<file path="src/rtl/pipe_ctrl_pkg.sv">
// Shared types and constants for the pipeline stall/flush controller.
// Holds the MDU sequencer state encoding and the default widths/latencies.
package pipe_ctrl_pkg;

    localparam int RA_W_DEF    = 5;
    localparam int MDU_LAT_DEF = 4;
    localparam int MDU_LAT_MAX = 16;
    localparam int CNT_W       = 4;
    localparam int REG_ZERO    = 0;

    typedef enum logic [1:0] {
        ST_IDLE = 2'd0,
        ST_BUSY = 2'd1,
        ST_DONE = 2'd2
    } mdu_state_t;

endpackage

</file>
<file path="src/rtl/pipe_hazard_ctrl_mdu_seq.sv">
// MDU occupancy sequencer: launches the unit, counts its latency and flags completion.
// Only instantiated when PIPE_MDU_EN is defined.
module mdu_seq
    import pipe_ctrl_pkg::*;
#(
    parameter int MDU_LAT = MDU_LAT_DEF
) (
    input  logic clk,
    input  logic clr,
    input  logic ex_mdu_op,
    input  logic mem_wait,
    output logic mdu_stall,
    output logic mdu_start,
    output logic mdu_done
);

    // Launch cycle counts as the first stall cycle, so BUSY lasts MDU_LAT-1 cycles.
    localparam logic [CNT_W-1:0] CNT_INIT = CNT_W'(MDU_LAT - 2);

    mdu_state_t       state, state_n;
    logic [CNT_W-1:0] cnt, cnt_n;

    always_ff @(posedge clk) begin
        if (clr) begin
            state <= ST_IDLE;
            cnt   <= '0;
        end else begin
            state <= state_n;
            cnt   <= cnt_n;
        end
    end

    always_comb begin
        state_n   = state;
        cnt_n     = cnt;
        mdu_stall = 1'b0;
        mdu_start = 1'b0;
        mdu_done  = 1'b0;
        case (state)
            ST_IDLE: begin
                if (ex_mdu_op) begin
                    mdu_stall = 1'b1;
                    if (!mem_wait) begin
                        mdu_start = 1'b1;
                        cnt_n     = CNT_INIT;
                        state_n   = ST_BUSY;
                    end
                end
            end
            ST_BUSY: begin
                mdu_stall = 1'b1;
                if (cnt == '0) begin
                    state_n = ST_DONE;
                end else begin
                    cnt_n = cnt - 1'b1;
                end
            end
            ST_DONE: begin
                // The finished instruction is still in EX; hold until MEM accepts it.
                mdu_done = 1'b1;
                if (!mem_wait) begin
                    state_n = ST_IDLE;
                end
            end
            default: state_n = ST_IDLE;
        endcase
    end

endmodule

</file>
<file path="src/rtl/pipe_hazard_ctrl.sv">
// Central stall/flush controller: prioritises mem_wait, MDU, load-use and branch flush.
// Optional MDU sequencing is enabled by defining PIPE_MDU_EN.
module pipe_hazard_ctrl
    import pipe_ctrl_pkg::*;
#(
    parameter int MDU_LAT = MDU_LAT_DEF,
    parameter int RA_W    = RA_W_DEF
) (
    input  logic            clk,
    input  logic            clr,
    input  logic [RA_W-1:0] id_rs,
    input  logic [RA_W-1:0] id_rt,
    input  logic            id_uses_rs,
    input  logic            id_uses_rt,
    input  logic            id_branch_taken,
    input  logic [RA_W-1:0] ex_rd,
    input  logic            ex_load,
    input  logic            ex_mdu_op,
    input  logic            mem_wait,
    output logic            pc_stall,
    output logic            ifid_stall,
    output logic            idex_stall,
    output logic            exmem_stall,
    output logic            ifid_flush,
    output logic            idex_bubble,
    output logic            exmem_bubble,
    output logic            mdu_start,
    output logic            mdu_done
);

    localparam logic [RA_W-1:0] RZ = RA_W'(REG_ZERO);

    logic mdu_stall, mdu_start_raw, mdu_done_raw;
    logic load_use;

`ifdef PIPE_MDU_EN
    mdu_seq #(
        .MDU_LAT (MDU_LAT)
    ) u_mdu_seq (
        .clk       (clk),
        .clr       (clr),
        .ex_mdu_op (ex_mdu_op),
        .mem_wait  (mem_wait),
        .mdu_stall (mdu_stall),
        .mdu_start (mdu_start_raw),
        .mdu_done  (mdu_done_raw)
    );
`else
    logic unused_mdu;
    assign unused_mdu    = ^{ex_mdu_op, clk};
    assign mdu_stall     = 1'b0;
    assign mdu_start_raw = 1'b0;
    assign mdu_done_raw  = 1'b0;
`endif

    assign load_use = ex_load && (ex_rd != RZ) &&
                      ((id_uses_rs && (id_rs == ex_rd)) ||
                       (id_uses_rt && (id_rt == ex_rd)));

    always_comb begin
        pc_stall     = 1'b0;
        ifid_stall   = 1'b0;
        idex_stall   = 1'b0;
        exmem_stall  = 1'b0;
        ifid_flush   = 1'b0;
        idex_bubble  = 1'b0;
        exmem_bubble = 1'b0;
        mdu_start    = 1'b0;
        mdu_done     = 1'b0;
        if (!clr) begin
            if (mem_wait) begin
                pc_stall    = 1'b1;
                ifid_stall  = 1'b1;
                idex_stall  = 1'b1;
                exmem_stall = 1'b1;
            end else if (mdu_stall) begin
                pc_stall     = 1'b1;
                ifid_stall   = 1'b1;
                idex_stall   = 1'b1;
                exmem_bubble = 1'b1;
            end else if (load_use) begin
                pc_stall    = 1'b1;
                ifid_stall  = 1'b1;
                idex_bubble = 1'b1;
            end
            // A branch held in ID re-resolves next cycle rather than being flushed now.
            ifid_flush = id_branch_taken && !ifid_stall;
            mdu_start  = mdu_start_raw;
            mdu_done   = mdu_done_raw;
        end
    end

endmodule

</file>
<file path="config.mk">
export PLATFORM = sky130hd
export DESIGN_NAME = pipe_hazard_ctrl
export DESIGN_NICKNAME = d
export VERILOG_FILES = /design/src/rtl/pipe_ctrl_pkg.sv /design/src/rtl/pipe_hazard_ctrl_mdu_seq.sv /design/src/rtl/pipe_hazard_ctrl.sv
export SDC_FILE = /design/constraint.sdc
export NUM_CORES = 1
export LEC_CHECK = 0
export ABC_AREA = 0
export BUFFER_PORTS_ARGS = -buffer_cell sky130_fd_sc_hd__buf_2
export CORE_AREA = 2 2 39 41
export DETAILED_ROUTE_END_ITERATION = 6
export DIE_AREA = 0 0 41 43
export PLACE_DENSITY = 0.5
export SLEW_MARGIN = 30
export SYNTH_ARGS = -nofsm -noshare
export SYNTH_HDL_FRONTEND = slang
export SYNTH_SLANG_ARGS = --single-unit
</file>
<file path="constraint.sdc">
create_clock -name vclk -period 1.2
set_input_delay 0 -clock vclk [all_inputs]
set_output_delay 0 -clock vclk [all_outputs]
set_load 0.05 [all_outputs]
</file>
; After elaboration in Yosys (flattened, before gate mapping)
; Index checks and enable logic that the tools add are counted.
[classes]
addsub = 0
multipliers = 0
n_div = 0
n_lt_le_gt_ge = 0
eq_ne = 2
shift = 0
n_mux = 10
bitwise_logic = 0
n_reduce_logical = 8
[op_table]
columns = op, count
row1 = 5-bit == test, 2
row2 = 1-bit 2-to-1 mux, 10
row3 = 1-bit logical AND, 5
row4 = 5-bit nonzero test, 1
row5 = 1-bit zero test, 1
row6 = 1-bit logical OR, 1
[word_totals]
reg_bits = 0
latch_bits = 0
mem_bits_rw = 0
romBits = 0
input_bits = 23
output_inout_bits = 9
word_cells = 20
n_memories = 0

; Longest topological paths before layout
; Gate-level depths: netlist (run 1).
[depth]
depth_word = 10
mapped_depth = 5

; Worst setup path after synthesis (run 1)
; No wires, ideal clock.
[synth_path]
path_kind = input port to output port
from = input port ex_rd[3]
to = output port pc_stall
arrival_ns = 2.197
required_ns = 1.200
path_slack_ns = -0.997
stages = 5
path_buffers = 1
cell_sequence = xor2_1 -> nor4_1 -> a32oi_1 -> o31ai_1 -> buf_4
[synth_via]
elab_chain_len = 7
[synth_lines]
columns = item, line_no
row1 = "start, declared", pipe_hazard_ctrl.sv:16  ; input logic [RA_W-1:0] ex_rd,
row2 = 5-bit == test (on tied branches), "pipe_hazard_ctrl.sv:57, pipe_hazard_ctrl.sv:58"
row3 = 1-bit logical AND (on tied branches), "pipe_hazard_ctrl.sv:57, pipe_hazard_ctrl.sv:58"
row4 = 1-bit logical OR, pipe_hazard_ctrl.sv:57  ; ((id_uses_rs && (id_rs == ex_rd)) ||
row5 = 1-bit logical AND (*), pipe_hazard_ctrl.sv:56  ; assign load_use = ex_load && (ex_rd != RZ) &&
row6 = 1-bit 2-to-1 mux (*), pipe_hazard_ctrl.sv:81  ; end else if (load_use) begin
row7 = 1-bit 2-to-1 mux (*), pipe_hazard_ctrl.sv:71  ; if (mem_wait) begin
row8 = 1-bit 2-to-1 mux (*), pipe_hazard_ctrl.sv:70  ; if (!clr) begin
row9 = "end, declared", pipe_hazard_ctrl.sv:20  ; output logic pc_stall,
; Mark *: on every way between the ends. The rest lies on a longest branch, timed or not.

; Final worst setup path (run 1)
[layout_path]
from = input port id_rs[3]
to = output port ifid_stall
[layout_via]
elab_chain_len = 8
[layout_lines]
columns = item, line_no
row1 = "start, declared", pipe_hazard_ctrl.sv:11  ; input logic [RA_W-1:0] id_rs,
row2 = 5-bit == test, pipe_hazard_ctrl.sv:57
row3 = 1-bit logical AND, pipe_hazard_ctrl.sv:57
row4 = 1-bit logical OR, pipe_hazard_ctrl.sv:57
row5 = 1-bit logical AND, pipe_hazard_ctrl.sv:56
row6 = 1-bit 2-to-1 mux, pipe_hazard_ctrl.sv:81
row7 = 1-bit 2-to-1 mux, pipe_hazard_ctrl.sv:71
row8 = 1-bit 2-to-1 mux (2 in series), pipe_hazard_ctrl.sv:70
row9 = "end, declared", pipe_hazard_ctrl.sv:21  ; output logic ifid_stall,
; Every way passes these cells. The select of a mux whose other input is x is not followed.

==> impl_metrics.ini, run 1 <==
[outcome]
status = finished with violations
violations = setup timing

[grt]
grt_pass1_vias = 254
overflow = 0
grt_util_all_layers = 0.07093
grt_pass1_wl_um = 938
grt_max_degree = 5
antenna_found_initial = 0

[final_layout]
antennaDiodeCount = 0
drive_gt1_frac = 0.6667
num-clock-buffers = 0
final_cell_mix = buf_2, buf_6, xor2_1, conb_1
finalNetCount = 79
final_common_cell = buf_2
fin_area_um2 = 469.2
seq_area_um2 = 0
design.seq.count = 0
instances_no_fill = 70
area_growth_pct = 123.2
final_core_util = 0.3391

[power_and_ir_drop]
power_density_nw_per_um2 = 409.1
power_uw = 192.0
netSwitchingFraction = 0.5759
ir_drop_uv = 113.1
power_frac_clock = 0
p_leak_nw = 0.2295
seqPwrFrac = 0
power.net_switching_uw = 110.6
comb_power_share = 1.000
p_int_uw = 81.41

[hold_path]
hold_path_class = input pin to primary output

[sta]
min_period_over_period = 1.023
setup_viol = 2
final_hold_viol_count = 0
timing.hold.ws_ns = 0.3133
max_clock_freq_ghz = 0.8146
period_minus_slack_ns = 1.228
worst_slack_ns = -0.02764
rsz0062_at_grt = yes
finalMaxSlewViolations = 0

[floorplan]
initial_core_util = 0.1519
die_y_um = 43
core_um2 = 1384
io_pins = 32
die-area_um2 = 1763
row_count = 14
fp.dieW_um = 41

[yosys]
yosys_warnings = 0
avgSynthCellArea_um2 = 7.507
yosys.cell_types.count = 14
syn_inst = 28
synth_area_um2 = 210.2
ys_seq_area_frac = 0

[setup_path]
required_ns = 1.20
crit_path_end_kind = primary output
cp.arrival_ns = 1.23
start_kind = input pin
worstSetupPathType = input pin to primary output
critPathTopFamily = compound AO/OA/AOI/OAI gates
critPathMaxFanout = 3
crit_top_cell = buf_6
worstPathBufferInverterCount = 2
path_cells = buf_6 > xor2_2 > nor4_2 > a32oi_2 > o31ai_4 > buf_6
max_stage_delay_ns = 0.30
crit_path_top_delay_cell = nor4_2

[detailed_routing]
routed_wl_um = 640
via_per_inst = 4.129
wl_per_cell_um = 9.143
drt-met1-wl_um = 206
wl_met2_um = 369
dr.max_layer_used = met3
drt_iter0_drc = 0
antenna_left = 0
vias = 289
wl_met3_um = 65
drt_first_pass_iters = 1
drc = 0

[placed_design]
place.gp.congestion = 0.5967
hpwl_um = 575.2
dp_cells = 70
dpl_cell_area_um2 = 379.1
portBuffers = 27

[clocking]
postCtsSetupBuffers = 0

[job]
maxCapViolCount = 0
==> tightest hold or removal path: stages <==
cell	delay, ns
buf_2	0.12
nor4_4	0.05
buf_6	0.14
==> metal layers <==
| metal | GRT usage | vias up |
|---|---|---|
| met5 | 0 | - |
| met4 | 0 | 0 |
| met3 | 0 | 0 |
| met2 | 0.1438 | 18 |
| met1 | 0.07911 | 129 |
| li1 | - | 142 |
==> final cells by class <==
| class | instances | area, um2 |
|---|---|---|
| fillers | 152 | 914.6 |
| multi-input cells | 24 | 232.7 |
| repair buffers | 29 | 212.7 |
| well taps | 16 | 20.02 |
| inverters | 1 | 3.754 |
==> stage by stage <==
stage | setup TNS (ns) | setup WS (ns)
after floorplan | -0.3429 | -0.2899
after global placement | -0.4781 | -0.1302
after detailed placement | -0.5600 | -0.1614
after CTS | -0.1136 | -0.05690
after global routing | -0.4203 | -0.1297
final | -0.05410 | -0.02764
==> synth_stat cells <==
master    number  area, um2
nor2_1         1      3.750
buf_4          5      37.54
conb_1         1      3.750
o21ai_2        1      8.760
inv_1          1      3.750
xor2_1         8      70.07
or4_1          1      7.510
nand2b_1       1      6.260
o211a_1        1      10.01
a32oi_1        1      8.760
nor4_1         3      18.77
o31ai_1        1      7.510
and2_0         1      6.260
xnor2_1        2      17.52
==> final timing paths <==
kind / slack (ns) / end / start / cells past startpoint
worst max-delay path: -0.03 / ifid_stall / id_rs[3] / 6
worst min-delay path: 0.31 / idex_bubble / mem_wait / 3
==> power groups by stage <==
stage	Sequential, mW	Combinational (mW)	Clock [mW]
finish	0	0.192	0
global route	0	0.206	0
CTS	0	0.186	0
detailed placement	0	0.161	0
global placement	0	0.161	0
floorplan	0	0.109	0
==> logic make-up (layout without fill, tap and decap cells) <==
kind of cell | Yosys count | after routing | share of synthesized area
buffers and inverters | 6 | 30 | 0.1964
other | 1 | 3 | 0.01784
AOI/OAI and AO/OA | 4 | 4 | 0.1667
and+or+nand+nor | 7 | 7 | 0.2024
xor gates and xnor gates | 10 | 10 | 0.4167
==> what timing repair did <==
| action | 4_1_cts | 5_1_grt |
|---|---|---|
| cloned | 0 | 0 |
| hold endpoints to repair | 0 | 0 |
| gates resized for setup | 14 | 5 |
| pin swaps | 5 | 4 |
| hold buffers | 0 | 0 |
| endpoints found under the setup margin | 4 | 4 |
Note: power is estimated with default switching activity, not from simulation.
==> run 2: changes to the inputs <==
- CELL_PAD_IN_SITES_DETAIL_PLACEMENT: not set -> 0
- CELL_PAD_IN_SITES_GLOBAL_PLACEMENT: not set -> 1
- GPL_TIMING_DRIVEN: not set -> 0
- PLACE_DENSITY: 0.5 -> 0.77
- SETUP_SLACK_MARGIN: not set -> 0.5
==> run 2 against run 1 <==
Maximum frequency fell by 2.9%. The run still ends with setup timing left. Flip-flop and latch count is the same. Worst setup slack lost 0.037 ns. First-iteration DRC count up 1. Hold slack improved by 0.030 ns. Final cell count increased by 7.1%. Critical endpoint is now pc_stall. Critical path type unchanged. Non-clock buffer count is 5 higher.
==> impl_metrics.ini, run 2 (synthesis results as in run 1) <==
[outcome]
violations = setup timing
status = finished with violations

[grt]
overflow = 0
grt_max_degree = 5
grt_pass1_vias = 261
grt_pass1_wl_mm = 1.021
grt_util_all_layers = 0.07592
antenna_found_initial = 0

[setup_path]
start_kind = input pin
cp.arrival_ns = 1.26
critPathMaxFanout = 3
crit_path_end_kind = primary output
worstSetupPathType = input pin to primary output
max_stage_delay_ns = 0.30
crit_path_top_delay_cell = nor4_2
cp-startpoint = id_rs[1]
required_ns = 1.20
path_cells = buf_6 > xor2_2 > nor4_2 > a32oi_2 > o31ai_4 > buf_4 > buf_8
crit_end = pc_stall

[final_layout]
final_cell_mix = buf_2, xor2_1, buf_4, buf_6
drive_gt1_frac = 0.7458
finalNetCount = 84
fill_cells = 150
final_common_cell = buf_2
final_core_util = 0.3816
num-clock-buffers = 0
seq_area_um2 = 0
area_growth_pct = 151.2
multi_input_area_um2 = 245.2
antennaDiodeCount = 0
design.seq.count = 0
fin_area_um2 = 528.0

[detailed_routing]
drt_iter0_drc = 1
antenna_left = 0
via_per_inst = 3.840
vias = 288
wl_per_cell_um = 8.440
drc = 0
drt_first_pass_iters = 3
routed_wl_um = 633

[power_and_ir_drop]
ir_drop_uv = 108.9
power_density_nw_per_um2 = 404.3
p_leak_nw = 0.2487

[placed_design]
portBuffers = 27
dpl_cell_area_um2 = 415.4
place.gp.congestion = 0.6754
hpwl_um = 582.2

[floorplan]
row_count = 14
die-area_um2 = 1763
core_um2 = 1384
initial_core_util = 0.1519
io_pins = 32
die_y_um = 43
fp.dieW_um = 41

[hold_path]
hold_path_class = input pin to primary output

[sta]
worst_slack_ns = -0.06437
final_hold_viol_count = 0
max_clock_freq_ghz = 0.7909
finalMaxSlewViolations = 0
min_period_over_period = 1.054
setup_viol = 3
rsz0062_at_grt = yes
timing.hold.ws_ns = 0.3432
period_minus_slack_ns = 1.264

[job]
maxCapViolCount = 0
==> run 2: worst min-delay path by stage <==
stage	startpoint	end	slack [ns]	cells past startpoint
after global placement	mem_wait	idex_bubble	0.38	3
after CTS	id_branch_taken	ifid_flush	0.37	3
after detailed placement	mem_wait	idex_bubble	0.39	3
final	clr	idex_bubble	0.34	3
after global routing	clr	idex_bubble	0.36	3
after floorplan	clr	idex_bubble	0.07	1
==> run 2: through the flow <==
step	TNS (ns)	instances	total power, mW	setup WS [ns]
2_1_floorplan	-0.2987	30	0.1144	-0.2897
3_3_place_gp	-0.9207	73	0.1736	-0.3039
3_5_place_dp	-0.9886	73	0.1754	-0.3256
4_1_cts	-0.3137	74	0.2037	-0.1309
5_1_grt	-0.4786	75	0.2280	-0.1639
6_report	-0.1265	75	0.2134	-0.06437
==> run 2: report_power, final <==
part / switching (mW) / leakage, nW / total, mW / internal, mW
Sequential: 0 / 0 / 0 / 0
Clock: 0 / 0 / 0 / 0
Combinational: 0.116 / 0.249 / 0.213 / 0.0973
Total: 0.116 / 0.249 / 0.213 / 0.0973
==> run 2: area by class of cell <==
| class | count | share of cell area |
|---|---|---|
| tap | 16 | 0.03791 |
| timing repair buffer | 29 | 0.3981 |
| inverter | 1 | 0.01422 |
| buffer | 5 | 0.08531 |
| multi-input combinational | 24 | 0.4645 |
==> run 2: layer usage <==
metal,track usage,vias up,share of wire
met4,0,0,0
li1,-,152,-
met5,0,-,0
met1,0.1013,119,0.39
met3,0,0,0.10
met2,0.1375,17,0.51
==> run 2: what timing repair did <==
action / 4_1_cts / 5_1_grt
endpoints found under the setup margin: 6 / 5
resized for setup: 17 / 7
pin swaps: 3 / 3
setup buffers: 1 / 1
hold buffers: 0 / 0
==> run 2: critical path: cells and delay by family <==
family,cells,cell delay (ns)
buffers and inverters,3,0.37
and+or+nand+nor,1,0.30
xor gates and xnor gates,1,0.16
AOI/OAI and AO/OA,2,0.42
==> run 3: changes to the inputs <==
- ABC_CLOCK_PERIOD_IN_PS: not set -> 1200
- CELL_PAD_IN_SITES_DETAIL_PLACEMENT: 0 -> not set
- CELL_PAD_IN_SITES_GLOBAL_PLACEMENT: 1 -> not set
- PLACE_DENSITY: 0.77 -> 0.5
==> run 3 against run 2 <==
The flow still finishes with violations (setup timing). Total power down 0.82%. Critical path depth unchanged. Flip-flop and latch count unchanged. Hold slack got worse by 0.031 ns. Highest routed layer unchanged. Utilization decreased by 0.27 points. Cell area fell by 0.71%. Count of clock-buffer cells in the layout is the same.
==> impl_metrics.ini, run 3 (synthesis results as in run 1) <==
[outcome]
status = finished with violations
violations = setup timing

[final_layout]
seq_area_um2 = 0
drive_gt1_frac = 0.7288
area_growth_pct = 149.4
final_common_cell = buf_2
num-clock-buffers = 0
final_cell_mix = buf_2, buf_4, xor2_1, buf_8
antennaDiodeCount = 0
design.seq.count = 0
finalNetCount = 84
fin_area_um2 = 524.3
fill_cells = 153
final_core_util = 0.3788

[setup_path]
required_ns = 1.20
worstPathBufferInverterCount = 3
crit_path_top_delay_cell = nor4_2
path_cells = buf_8 > xor2_1 > nor4_2 > a32oi_2 > buf_4 > nor4_4 > buf_6
critPathTopFamily = buffers and inverters
crit_path_end_kind = primary output
worstSetupPathType = input pin to primary output
cp.arrival_ns = 1.26
max_stage_delay_ns = 0.29
start_kind = input pin
critPathMaxFanout = 3

[grt]
grt_max_degree = 5
antenna_found_initial = 0
grt_pass1_wl_um = 924
grt_pass1_vias = 262
grt_util_all_layers = 0.06693
overflow = 0

[detailed_routing]
antenna_left = 0
routed_wl_um = 617
drt_first_pass_iters = 1
wl_per_cell_um = 8.227
drc = 0
drt_iter0_drc = 0
vias = 300
via_per_inst = 4.000

[job]
maxCapViolCount = 0

[placed_design]
place.gp.congestion = 0.6159
portBuffers = 27
pre_cts_slack_ns = -0.2799
hpwl_um = 558.6
dpl_cell_area_um2 = 415.4

[sta]
worst_slack_ns = -0.06202
period_minus_slack_ns = 1.262
finalMaxSlewViolations = 0
fin_setup_tns_ns = -0.1071
max_clock_freq_ghz = 0.7924
rsz0062_at_grt = yes
setup_viol = 2
min_period_over_period = 1.052
final_hold_viol_count = 0

[floorplan]
die_y_um = 43
fp.dieW_um = 41
io_pins = 32
initial_core_util = 0.1519
die-area_um2 = 1763
core_um2 = 1384
row_count = 14

[power_and_ir_drop]
power_density_nw_per_um2 = 403.8
ir_drop_uv = 100.5
p_leak_nw = 0.2482
power_uw = 211.7

[clocking]
cts_hold_buffers = 0

[hold_path]
hold_path_class = input pin to primary output
-- run 3: changes by cell type in the layout (fill, tap and decap cells not counted), sizes merged --
cell,previous run,this run
clkbuf,1,0
buf,33,34
-- run 3: area by class of cell --
type	count	area, um2	area share
multi-input combinational	24	245.2	0.4678
tap	16	20.02	0.03819
timing repair buffer	29	206.4	0.3938
buffer	5	45.04	0.08592
inverter	1	7.507	0.01432
-- run 3: through the flow --
| step | hold slack, ns | cells |
|---|---|---|
| 2_1_floorplan | 0.06731 | 30 |
| 3_3_place_gp | 0.3885 | 73 |
| 3_5_place_dp | 0.3926 | 73 |
| 4_1_cts | 0.3149 | 74 |
| 5_1_grt | 0.3229 | 75 |
| 6_report | 0.3120 | 75 |
-- run 3: repair_timing --
item                       in CTS  in global routing
setup buffers                   1                  1
pin swaps                       5                  2
gates resized for setup        24                  0
setup endpoints to repair       6                  4
-- run 3: tightest hold or removal path: cells and delay by family --
kind	cells	cell delay, ns
simple gates	1	0.05
buf+inv	2	0.26
-- run 3: per-layer routing --
metal / part of all wire / routed length (um) / GRT usage
met1: 0.36 / 223 / 0.09494
met2: 0.53 / 326 / 0.1156
met3: 0.11 / 66 / 0
met4: 0 / 0 / 0
met5: 0 / 0 / 0
-- run 3: final timing paths --
path                  startpoint  cells after the start  slack, ns           to
worst max-delay path    ex_rd[1]                      7      -0.06  idex_bubble
worst min-delay path         clr                      3       0.31  idex_bubble
-- run 3: where the power goes --
part	switching, mW	leakage, nW	internal [mW]
registers	0	0	0
clock network	0	0	0
logic	0.115	0.248	0.0964
total	0.115	0.248	0.0964
